[config.mk]
export PLATFORM = sky130hd
export DESIGN_NAME = fetch_ctrl
export DESIGN_NICKNAME = d
export VERILOG_FILES = /design/src/rtl/cpu_pkg.sv /design/src/rtl/fetch_skid.sv /design/src/rtl/fetch_ctrl.sv
export SDC_FILE = /design/constraint.sdc
export NUM_CORES = 1
export LEC_CHECK = 0
export CORE_ASPECT_RATIO = 1.25
export CORE_MARGIN = 8
export CORE_UTILIZATION = 57
export DETAILED_ROUTE_END_ITERATION = 7
export PLACE_DENSITY_LB_ADDON = 0.2
export REMOVE_ABC_BUFFERS = 1
export SETUP_SLACK_MARGIN = 0.05
export SLEW_MARGIN = 30
export SYNTH_ARGS = -nofsm -noshare
export SYNTH_HDL_FRONTEND = slang
export SYNTH_HIERARCHICAL = 1
export SYNTH_SLANG_ARGS = --single-unit
[constraint.sdc]
create_clock -name clk -period 4.1 [get_ports clk]
set_input_delay 0.82 -clock clk [delete_from_list [all_inputs] [get_ports clk]]
set_output_delay 0.82 -clock clk [all_outputs]
set_load 0.05 [all_outputs]
[src/rtl/cpu_pkg.sv]
// Shared definitions for the RV32I pipeline front end: fetch FSM encoding,
// reset/NOP constants, the skid entry layout and small PC helpers.
package cpu_pkg;

  localparam int          XLEN_DEFAULT     = 32;
  localparam logic [31:0] RESET_PC_DEFAULT = 32'h0000_0000;
  localparam logic [31:0] NOP_INST         = 32'h0000_0013;

  // Fetch FSM state encoding
  localparam logic [1:0] S_IDLE  = 2'd0;
  localparam logic [1:0] S_FETCH = 2'd1;
  localparam logic [1:0] S_FULL  = 2'd2;
  localparam logic [1:0] S_KILL  = 2'd3;

  // One buffered fetch result: the instruction and the PC it came from
  typedef struct packed {
    logic [31:0] pc;
    logic [31:0] inst;
  } fetch_entry_t;

  // Instruction fetch is always word aligned; low address bits are dropped
  function automatic logic [31:0] word_align(input logic [31:0] addr);
    return {addr[31:2], 2'b00};
  endfunction

  // Sequential next PC, wrapping naturally at 2^32
  function automatic logic [31:0] pc_next_seq(input logic [31:0] addr);
    return addr + 32'd4;
  endfunction

endpackage

[src/rtl/fetch_skid.sv]
// One-entry {pc, inst} holding buffer used when IF/ID is stalled but the
// memory response for the next instruction has already arrived.
module fetch_skid
  import cpu_pkg::*;
(
  input  logic        clk,
  input  logic        rst_n,
  input  logic        load,
  input  logic        drain,
  input  logic        flush,
  input  logic [31:0] load_pc,
  input  logic [31:0] load_inst,
  output logic        valid,
  output logic [31:0] pc,
  output logic [31:0] inst
);

  fetch_entry_t entry;

  // Flush beats load so a redirect never leaves a stale entry behind
  always_ff @(posedge clk or negedge rst_n) begin
    if (!rst_n) begin
      valid      <= 1'b0;
      entry.pc   <= '0;
      entry.inst <= NOP_INST;
    end else if (flush) begin
      valid <= 1'b0;
    end else if (load) begin
      valid      <= 1'b1;
      entry.pc   <= load_pc;
      entry.inst <= load_inst;
    end else if (drain) begin
      valid <= 1'b0;
    end
  end

  assign pc   = entry.pc;
  assign inst = entry.inst;

endmodule

[src/rtl/fetch_ctrl.sv]
// Instruction-fetch sequencer: owns the PC, keeps at most one request open
// to instruction memory, presents fetched instructions to IF/ID and handles
// EX-stage redirects by draining any stale in-flight response.
module fetch_ctrl
  import cpu_pkg::*;
#(
  parameter logic [31:0] RESET_PC = RESET_PC_DEFAULT,
  parameter int          XLEN     = XLEN_DEFAULT
) (
  input  logic            clk,
  input  logic            rst_n,
  input  logic            redirect_valid,
  input  logic [XLEN-1:0] redirect_pc,
  input  logic            stall,
  output logic            imem_req,
  output logic [XLEN-1:0] imem_addr,
  input  logic            imem_rvalid,
  input  logic [XLEN-1:0] imem_rdata,
  output logic            if_valid,
  output logic [XLEN-1:0] if_pc,
  output logic [XLEN-1:0] if_inst
);

  logic [1:0]      state, state_nxt;
  logic [XLEN-1:0] pc, pc_nxt;
  logic [XLEN-1:0] kill_target, kill_target_nxt;
  logic [XLEN-1:0] redirect_aligned;
  logic            req_open;

  logic            out_load_fetch;
  logic            out_load_skid;
  logic            skid_load;
  logic            skid_drain;
  logic            skid_flush;
  logic            skid_valid;
  logic [XLEN-1:0] skid_pc;
  logic [XLEN-1:0] skid_inst;

  assign redirect_aligned = word_align(redirect_pc);

  // A request is open whenever we are fetching or draining a killed fetch;
  // the address is the PC, which never moves while a request is open.
  assign req_open  = (state == S_FETCH) || (state == S_KILL);
  assign imem_req  = req_open;
  assign imem_addr = word_align(pc);

  // Next-state, next-PC and datapath steering; redirect overrides everything
  always_comb begin
    state_nxt       = state;
    pc_nxt          = pc;
    kill_target_nxt = kill_target;
    out_load_fetch  = 1'b0;
    out_load_skid   = 1'b0;
    skid_load       = 1'b0;
    skid_drain      = 1'b0;
    skid_flush      = 1'b0;

    if (redirect_valid) begin
      skid_flush = 1'b1;
      if (req_open && !imem_rvalid) begin
        kill_target_nxt = redirect_aligned;
        state_nxt       = S_KILL;
      end else begin
        pc_nxt    = redirect_aligned;
        state_nxt = S_FETCH;
      end
    end else begin
      case (state)
        S_IDLE: begin
          state_nxt = S_FETCH;
        end
        S_FETCH: begin
          if (imem_rvalid) begin
            pc_nxt = pc_next_seq(pc);
            if (!if_valid || !stall) begin
              out_load_fetch = 1'b1;
            end else begin
              skid_load = 1'b1;
              state_nxt = S_FULL;
            end
          end
        end
        S_FULL: begin
          if (!skid_valid) begin
            state_nxt = S_FETCH;
          end else if (!stall) begin
            out_load_skid = 1'b1;
            skid_drain    = 1'b1;
            state_nxt     = S_FETCH;
          end
        end
        S_KILL: begin
          if (imem_rvalid) begin
            pc_nxt    = kill_target;
            state_nxt = S_FETCH;
          end
        end
        default: begin
          state_nxt = S_IDLE;
        end
      endcase
    end
  end

  // FSM state, PC and pending redirect target
  always_ff @(posedge clk or negedge rst_n) begin
    if (!rst_n) begin
      state       <= S_IDLE;
      pc          <= RESET_PC;
      kill_target <= RESET_PC;
    end else begin
      state       <= state_nxt;
      pc          <= pc_nxt;
      kill_target <= kill_target_nxt;
    end
  end

  // IF/ID output registers: flush on redirect, load new data, else hold under stall
  always_ff @(posedge clk or negedge rst_n) begin
    if (!rst_n) begin
      if_valid <= 1'b0;
      if_pc    <= '0;
      if_inst  <= NOP_INST;
    end else if (redirect_valid) begin
      if_valid <= 1'b0;
    end else if (out_load_fetch) begin
      if_valid <= 1'b1;
      if_pc    <= pc;
      if_inst  <= imem_rdata;
    end else if (out_load_skid) begin
      if_valid <= 1'b1;
      if_pc    <= skid_pc;
      if_inst  <= skid_inst;
    end else if (!stall) begin
      if_valid <= 1'b0;
    end
  end

  fetch_skid u_skid (
    .clk       (clk),
    .rst_n     (rst_n),
    .load      (skid_load),
    .drain     (skid_drain),
    .flush     (skid_flush),
    .load_pc   (pc),
    .load_inst (imem_rdata),
    .valid     (skid_valid),
    .pc        (skid_pc),
    .inst      (skid_inst)
  );

endmodule

==> impl_metrics.tcl <==
set metrics [dict create \
    h-tree-depth 4 \
    place.gp.congestion 0.834 \
    setup_viol 0 \
    cts_resized 0 \
    critPathMaxFanout 33 \
    fmax_mhz 347 \
    setup.worst_path.start "imem_rvalid" \
    synthArstFlopShare_pct 100 \
    cts_root_buf "clkbuf_16" \
    final_cell_mix "dfrtp_1, clkdlybuf4s50_1, nand2_1, o21ai_0, mux2i_1" \
    slew_violations 0 \
    grt_pass1_vias 6892 \
    num_rows 52 \
    rsz0062_at_grt "false" \
    routed_wl_um 22200 \
    cp-end-kind "flop" \
    cpPeakStageDelay_ns 0.61 \
    wire_per_inst_um 18.8 \
    ys_warn_count 6 \
    vias 6743 \
    cts_setup_buffers 0 \
    power_w 0.00640 \
    ant_nets 0 \
    ys_seq_elements 192 \
    vdd_ir_drop_max_mv 0.323 \
    r2r-end "u_skid/inst[22]" \
    clockBufferDepth 2 \
    tightest_slew_ns 0.777 \
    post-route-util_pct 72.1 \
    fp.dieW_um 130 \
    hold_viol_final 0 \
    cap_violations 0 \
    status "completed" \
    cts_made_buffers 17 \
    nets 1023 \
    viasPerCell 5.70 \
    hp-class "in2async" \
    drt_pass1_iterations 5 \
    relSlewSlack_pct 47.2 \
    cts_tree "built" \
    ys.flop_type "dfrtp_1" \
    syn_to_final_growth_pct 25.3 \
    grt_remaining_overflow 0 \
    period_share_pct 70.2 \
    critical-path-slowest-cell "clkdlybuf4s50_1" \
    io_pins 167 \
    setup_slack_ns 1.22 \
    drive_above_1_share_pct 16.1 \
    finalCriticalPeriod_ns 2.88 \
    mappedNetlistArea_mm2 0.00925 \
    cts_hold_buf 0 \
    required_ns 4.41 \
    antenna_found_initial 0 \
    syn_area_per_cell_um2 11.4 \
    io_buffers 162 \
    ff2ff_path_depth 6 \
    power_density_mw_per_mm2 552 \
    timing.rr.start "state[0]" \
    clkSinkCount 192 \
    detailed_place_hpwl_um 14800 \
    arrival_ns 3.19 \
    skew_ns 0.00628 \
    drt_iter0_drc 473 \
    die_h_um 158 \
    grt_max_degree 95 \
    criticalPathCategory "in2reg" \
    crit_chain "clkdlybuf4s50_1 -> and3b_1 -> nand2_1 -> nor2_1 -> nor2b_4 -> buf_12 -> mux2_4" \
    r2r_slack_ns 1.57 \
    final_common_cell "dfrtp_1" \
    diodes 0 \
    path_clk_slew_ns 0.06 \
    cp-start-kind "primary input" \
    ys_seq_area_share_pct 52.0 \
    grtUsageTotal_pct 22.5 \
    syn-instance-count 809 \
    grt_pass1_wl_um 36400 \
    cp-endpoint "u_skid/inst[22]" \
    dieArea_mm2 0.0206 \
    clk_latency_ns 0.43 \
    ys_types 56 \
    place_ws_ns 0.797 \
    core_mm2 0.0161 \
    p_leak_nw 4.71 \
    initial_core_util_pct 57.6 \
    synth_edf_count 0 \
    drc 0 \
]
[metrics by stage]
step / hold slack (ns) / TNS [ns] / instances / cell area (µm²)
2_1_floorplan: 0.460 / -172.11 / 755 / 8910
3_3_place_gp: 0.479 / 0 / 1150 / 11000
3_5_place_dp: 0.489 / 0 / 1150 / 11000
4_1_cts: 0.470 / 0 / 1182 / 11600
5_1_grt: 0.497 / 0 / 1182 / 11600
6_report: 0.439 / 0 / 1182 / 11600
[area by class of cell]
cell class / instances / area (µm²)
Clock inverter: 9 / 134
Timing Repair Buffer: 179 / 1800
Sequential cell: 192 / 4810
Multi-Input combinational cell: 560 / 4110
Tap cell: 216 / 270
Fill cell: 1197 / 4480
Inverter: 3 / 11.3
Clock buffer: 23 / 458
[critical path, delay by kind of cell]
kind | cells | cell delay (ns)
and+or+nand+nor | 4 | 1.11
buffers and inverters | 2 | 0.88
muxes | 1 | 0.34
[flip-flops by register name (all words and copies together), names as in the netlist]
register / flops
u_skid/pc: 32
if_pc: 32
u_skid/inst: 32
pc: 30
state: 2
kill_target: 30
u_skid/valid: 1
if_valid: 1
if_inst: 32
[per-layer routing]
layer  wire length [µm]  track usage [%]  vias up
li1                   -                -     3181
met1               9890             29.6     3334
met2              10900             36.6      201
met3               1080             4.66       27
met4                350             7.21        0
met5                  0                0        -
[Yosys cell counts (all sizes together) (4+ instances only)]
cell type	instances	area share [%]
dfrtp	186	50
nand2	118	4.8
mux2	95	14
o21ai	88	4.8
mux2i	66	7.1
a21oi	31	1.7
clkbuf	31	1.3
buf	26	2.6
nand3	26	1.5
nor2	22	0.89
and3	9	0.62
a31oi	8	0.54
o211ai	8	0.65
xor2	8	0.76
nand4	7	0.64
a211oi	6	0.49
dfstp	6	1.7
and4	5	0.47
nand2b	5	0.34
nor3	5	0.27
o22ai	5	0.34
and2	4	0.27
xnor2	4	0.38
[logic make-up (layout without fill, tap and decap cells)]
family | count (synthesis) | after routing | share of synthesized area, %
mux | 161 | 161 | 21.1
flops | 192 | 192 | 52.0
other cells | 1 | 4 | 0.0405
buf+inv | 60 | 214 | 3.93
simple gates | 216 | 216 | 11.3
compound gates | 166 | 166 | 10.3
fa+ha+maj | 1 | 1 | 0.135
xor+xnor | 12 | 12 | 1.14
[worst min path at each step]
stage                               start              end  slack, ns  depth (start not counted)
after global placement    kill_target[30]  kill_target[30]       0.48                          1
after global routing                rst_n      if_inst[15]       0.50                          1
after floorplan           kill_target[23]           pc[23]       0.46                          2
after CTS                           rst_n      if_inst[15]       0.47                          1
final                               rst_n      if_inst[15]       0.44                          1
after detailed placement  kill_target[16]  kill_target[16]       0.49                          1
[report_power, final]
part / switching, W / internal, W / total [W]
registers: 0.000317 / 0.00228 / 0.00260
logic: 0.00132 / 0.000813 / 0.00213
clock network: 0.000696 / 0.000977 / 0.00167
No activity file was read; power rests on OpenSTA's default activity.
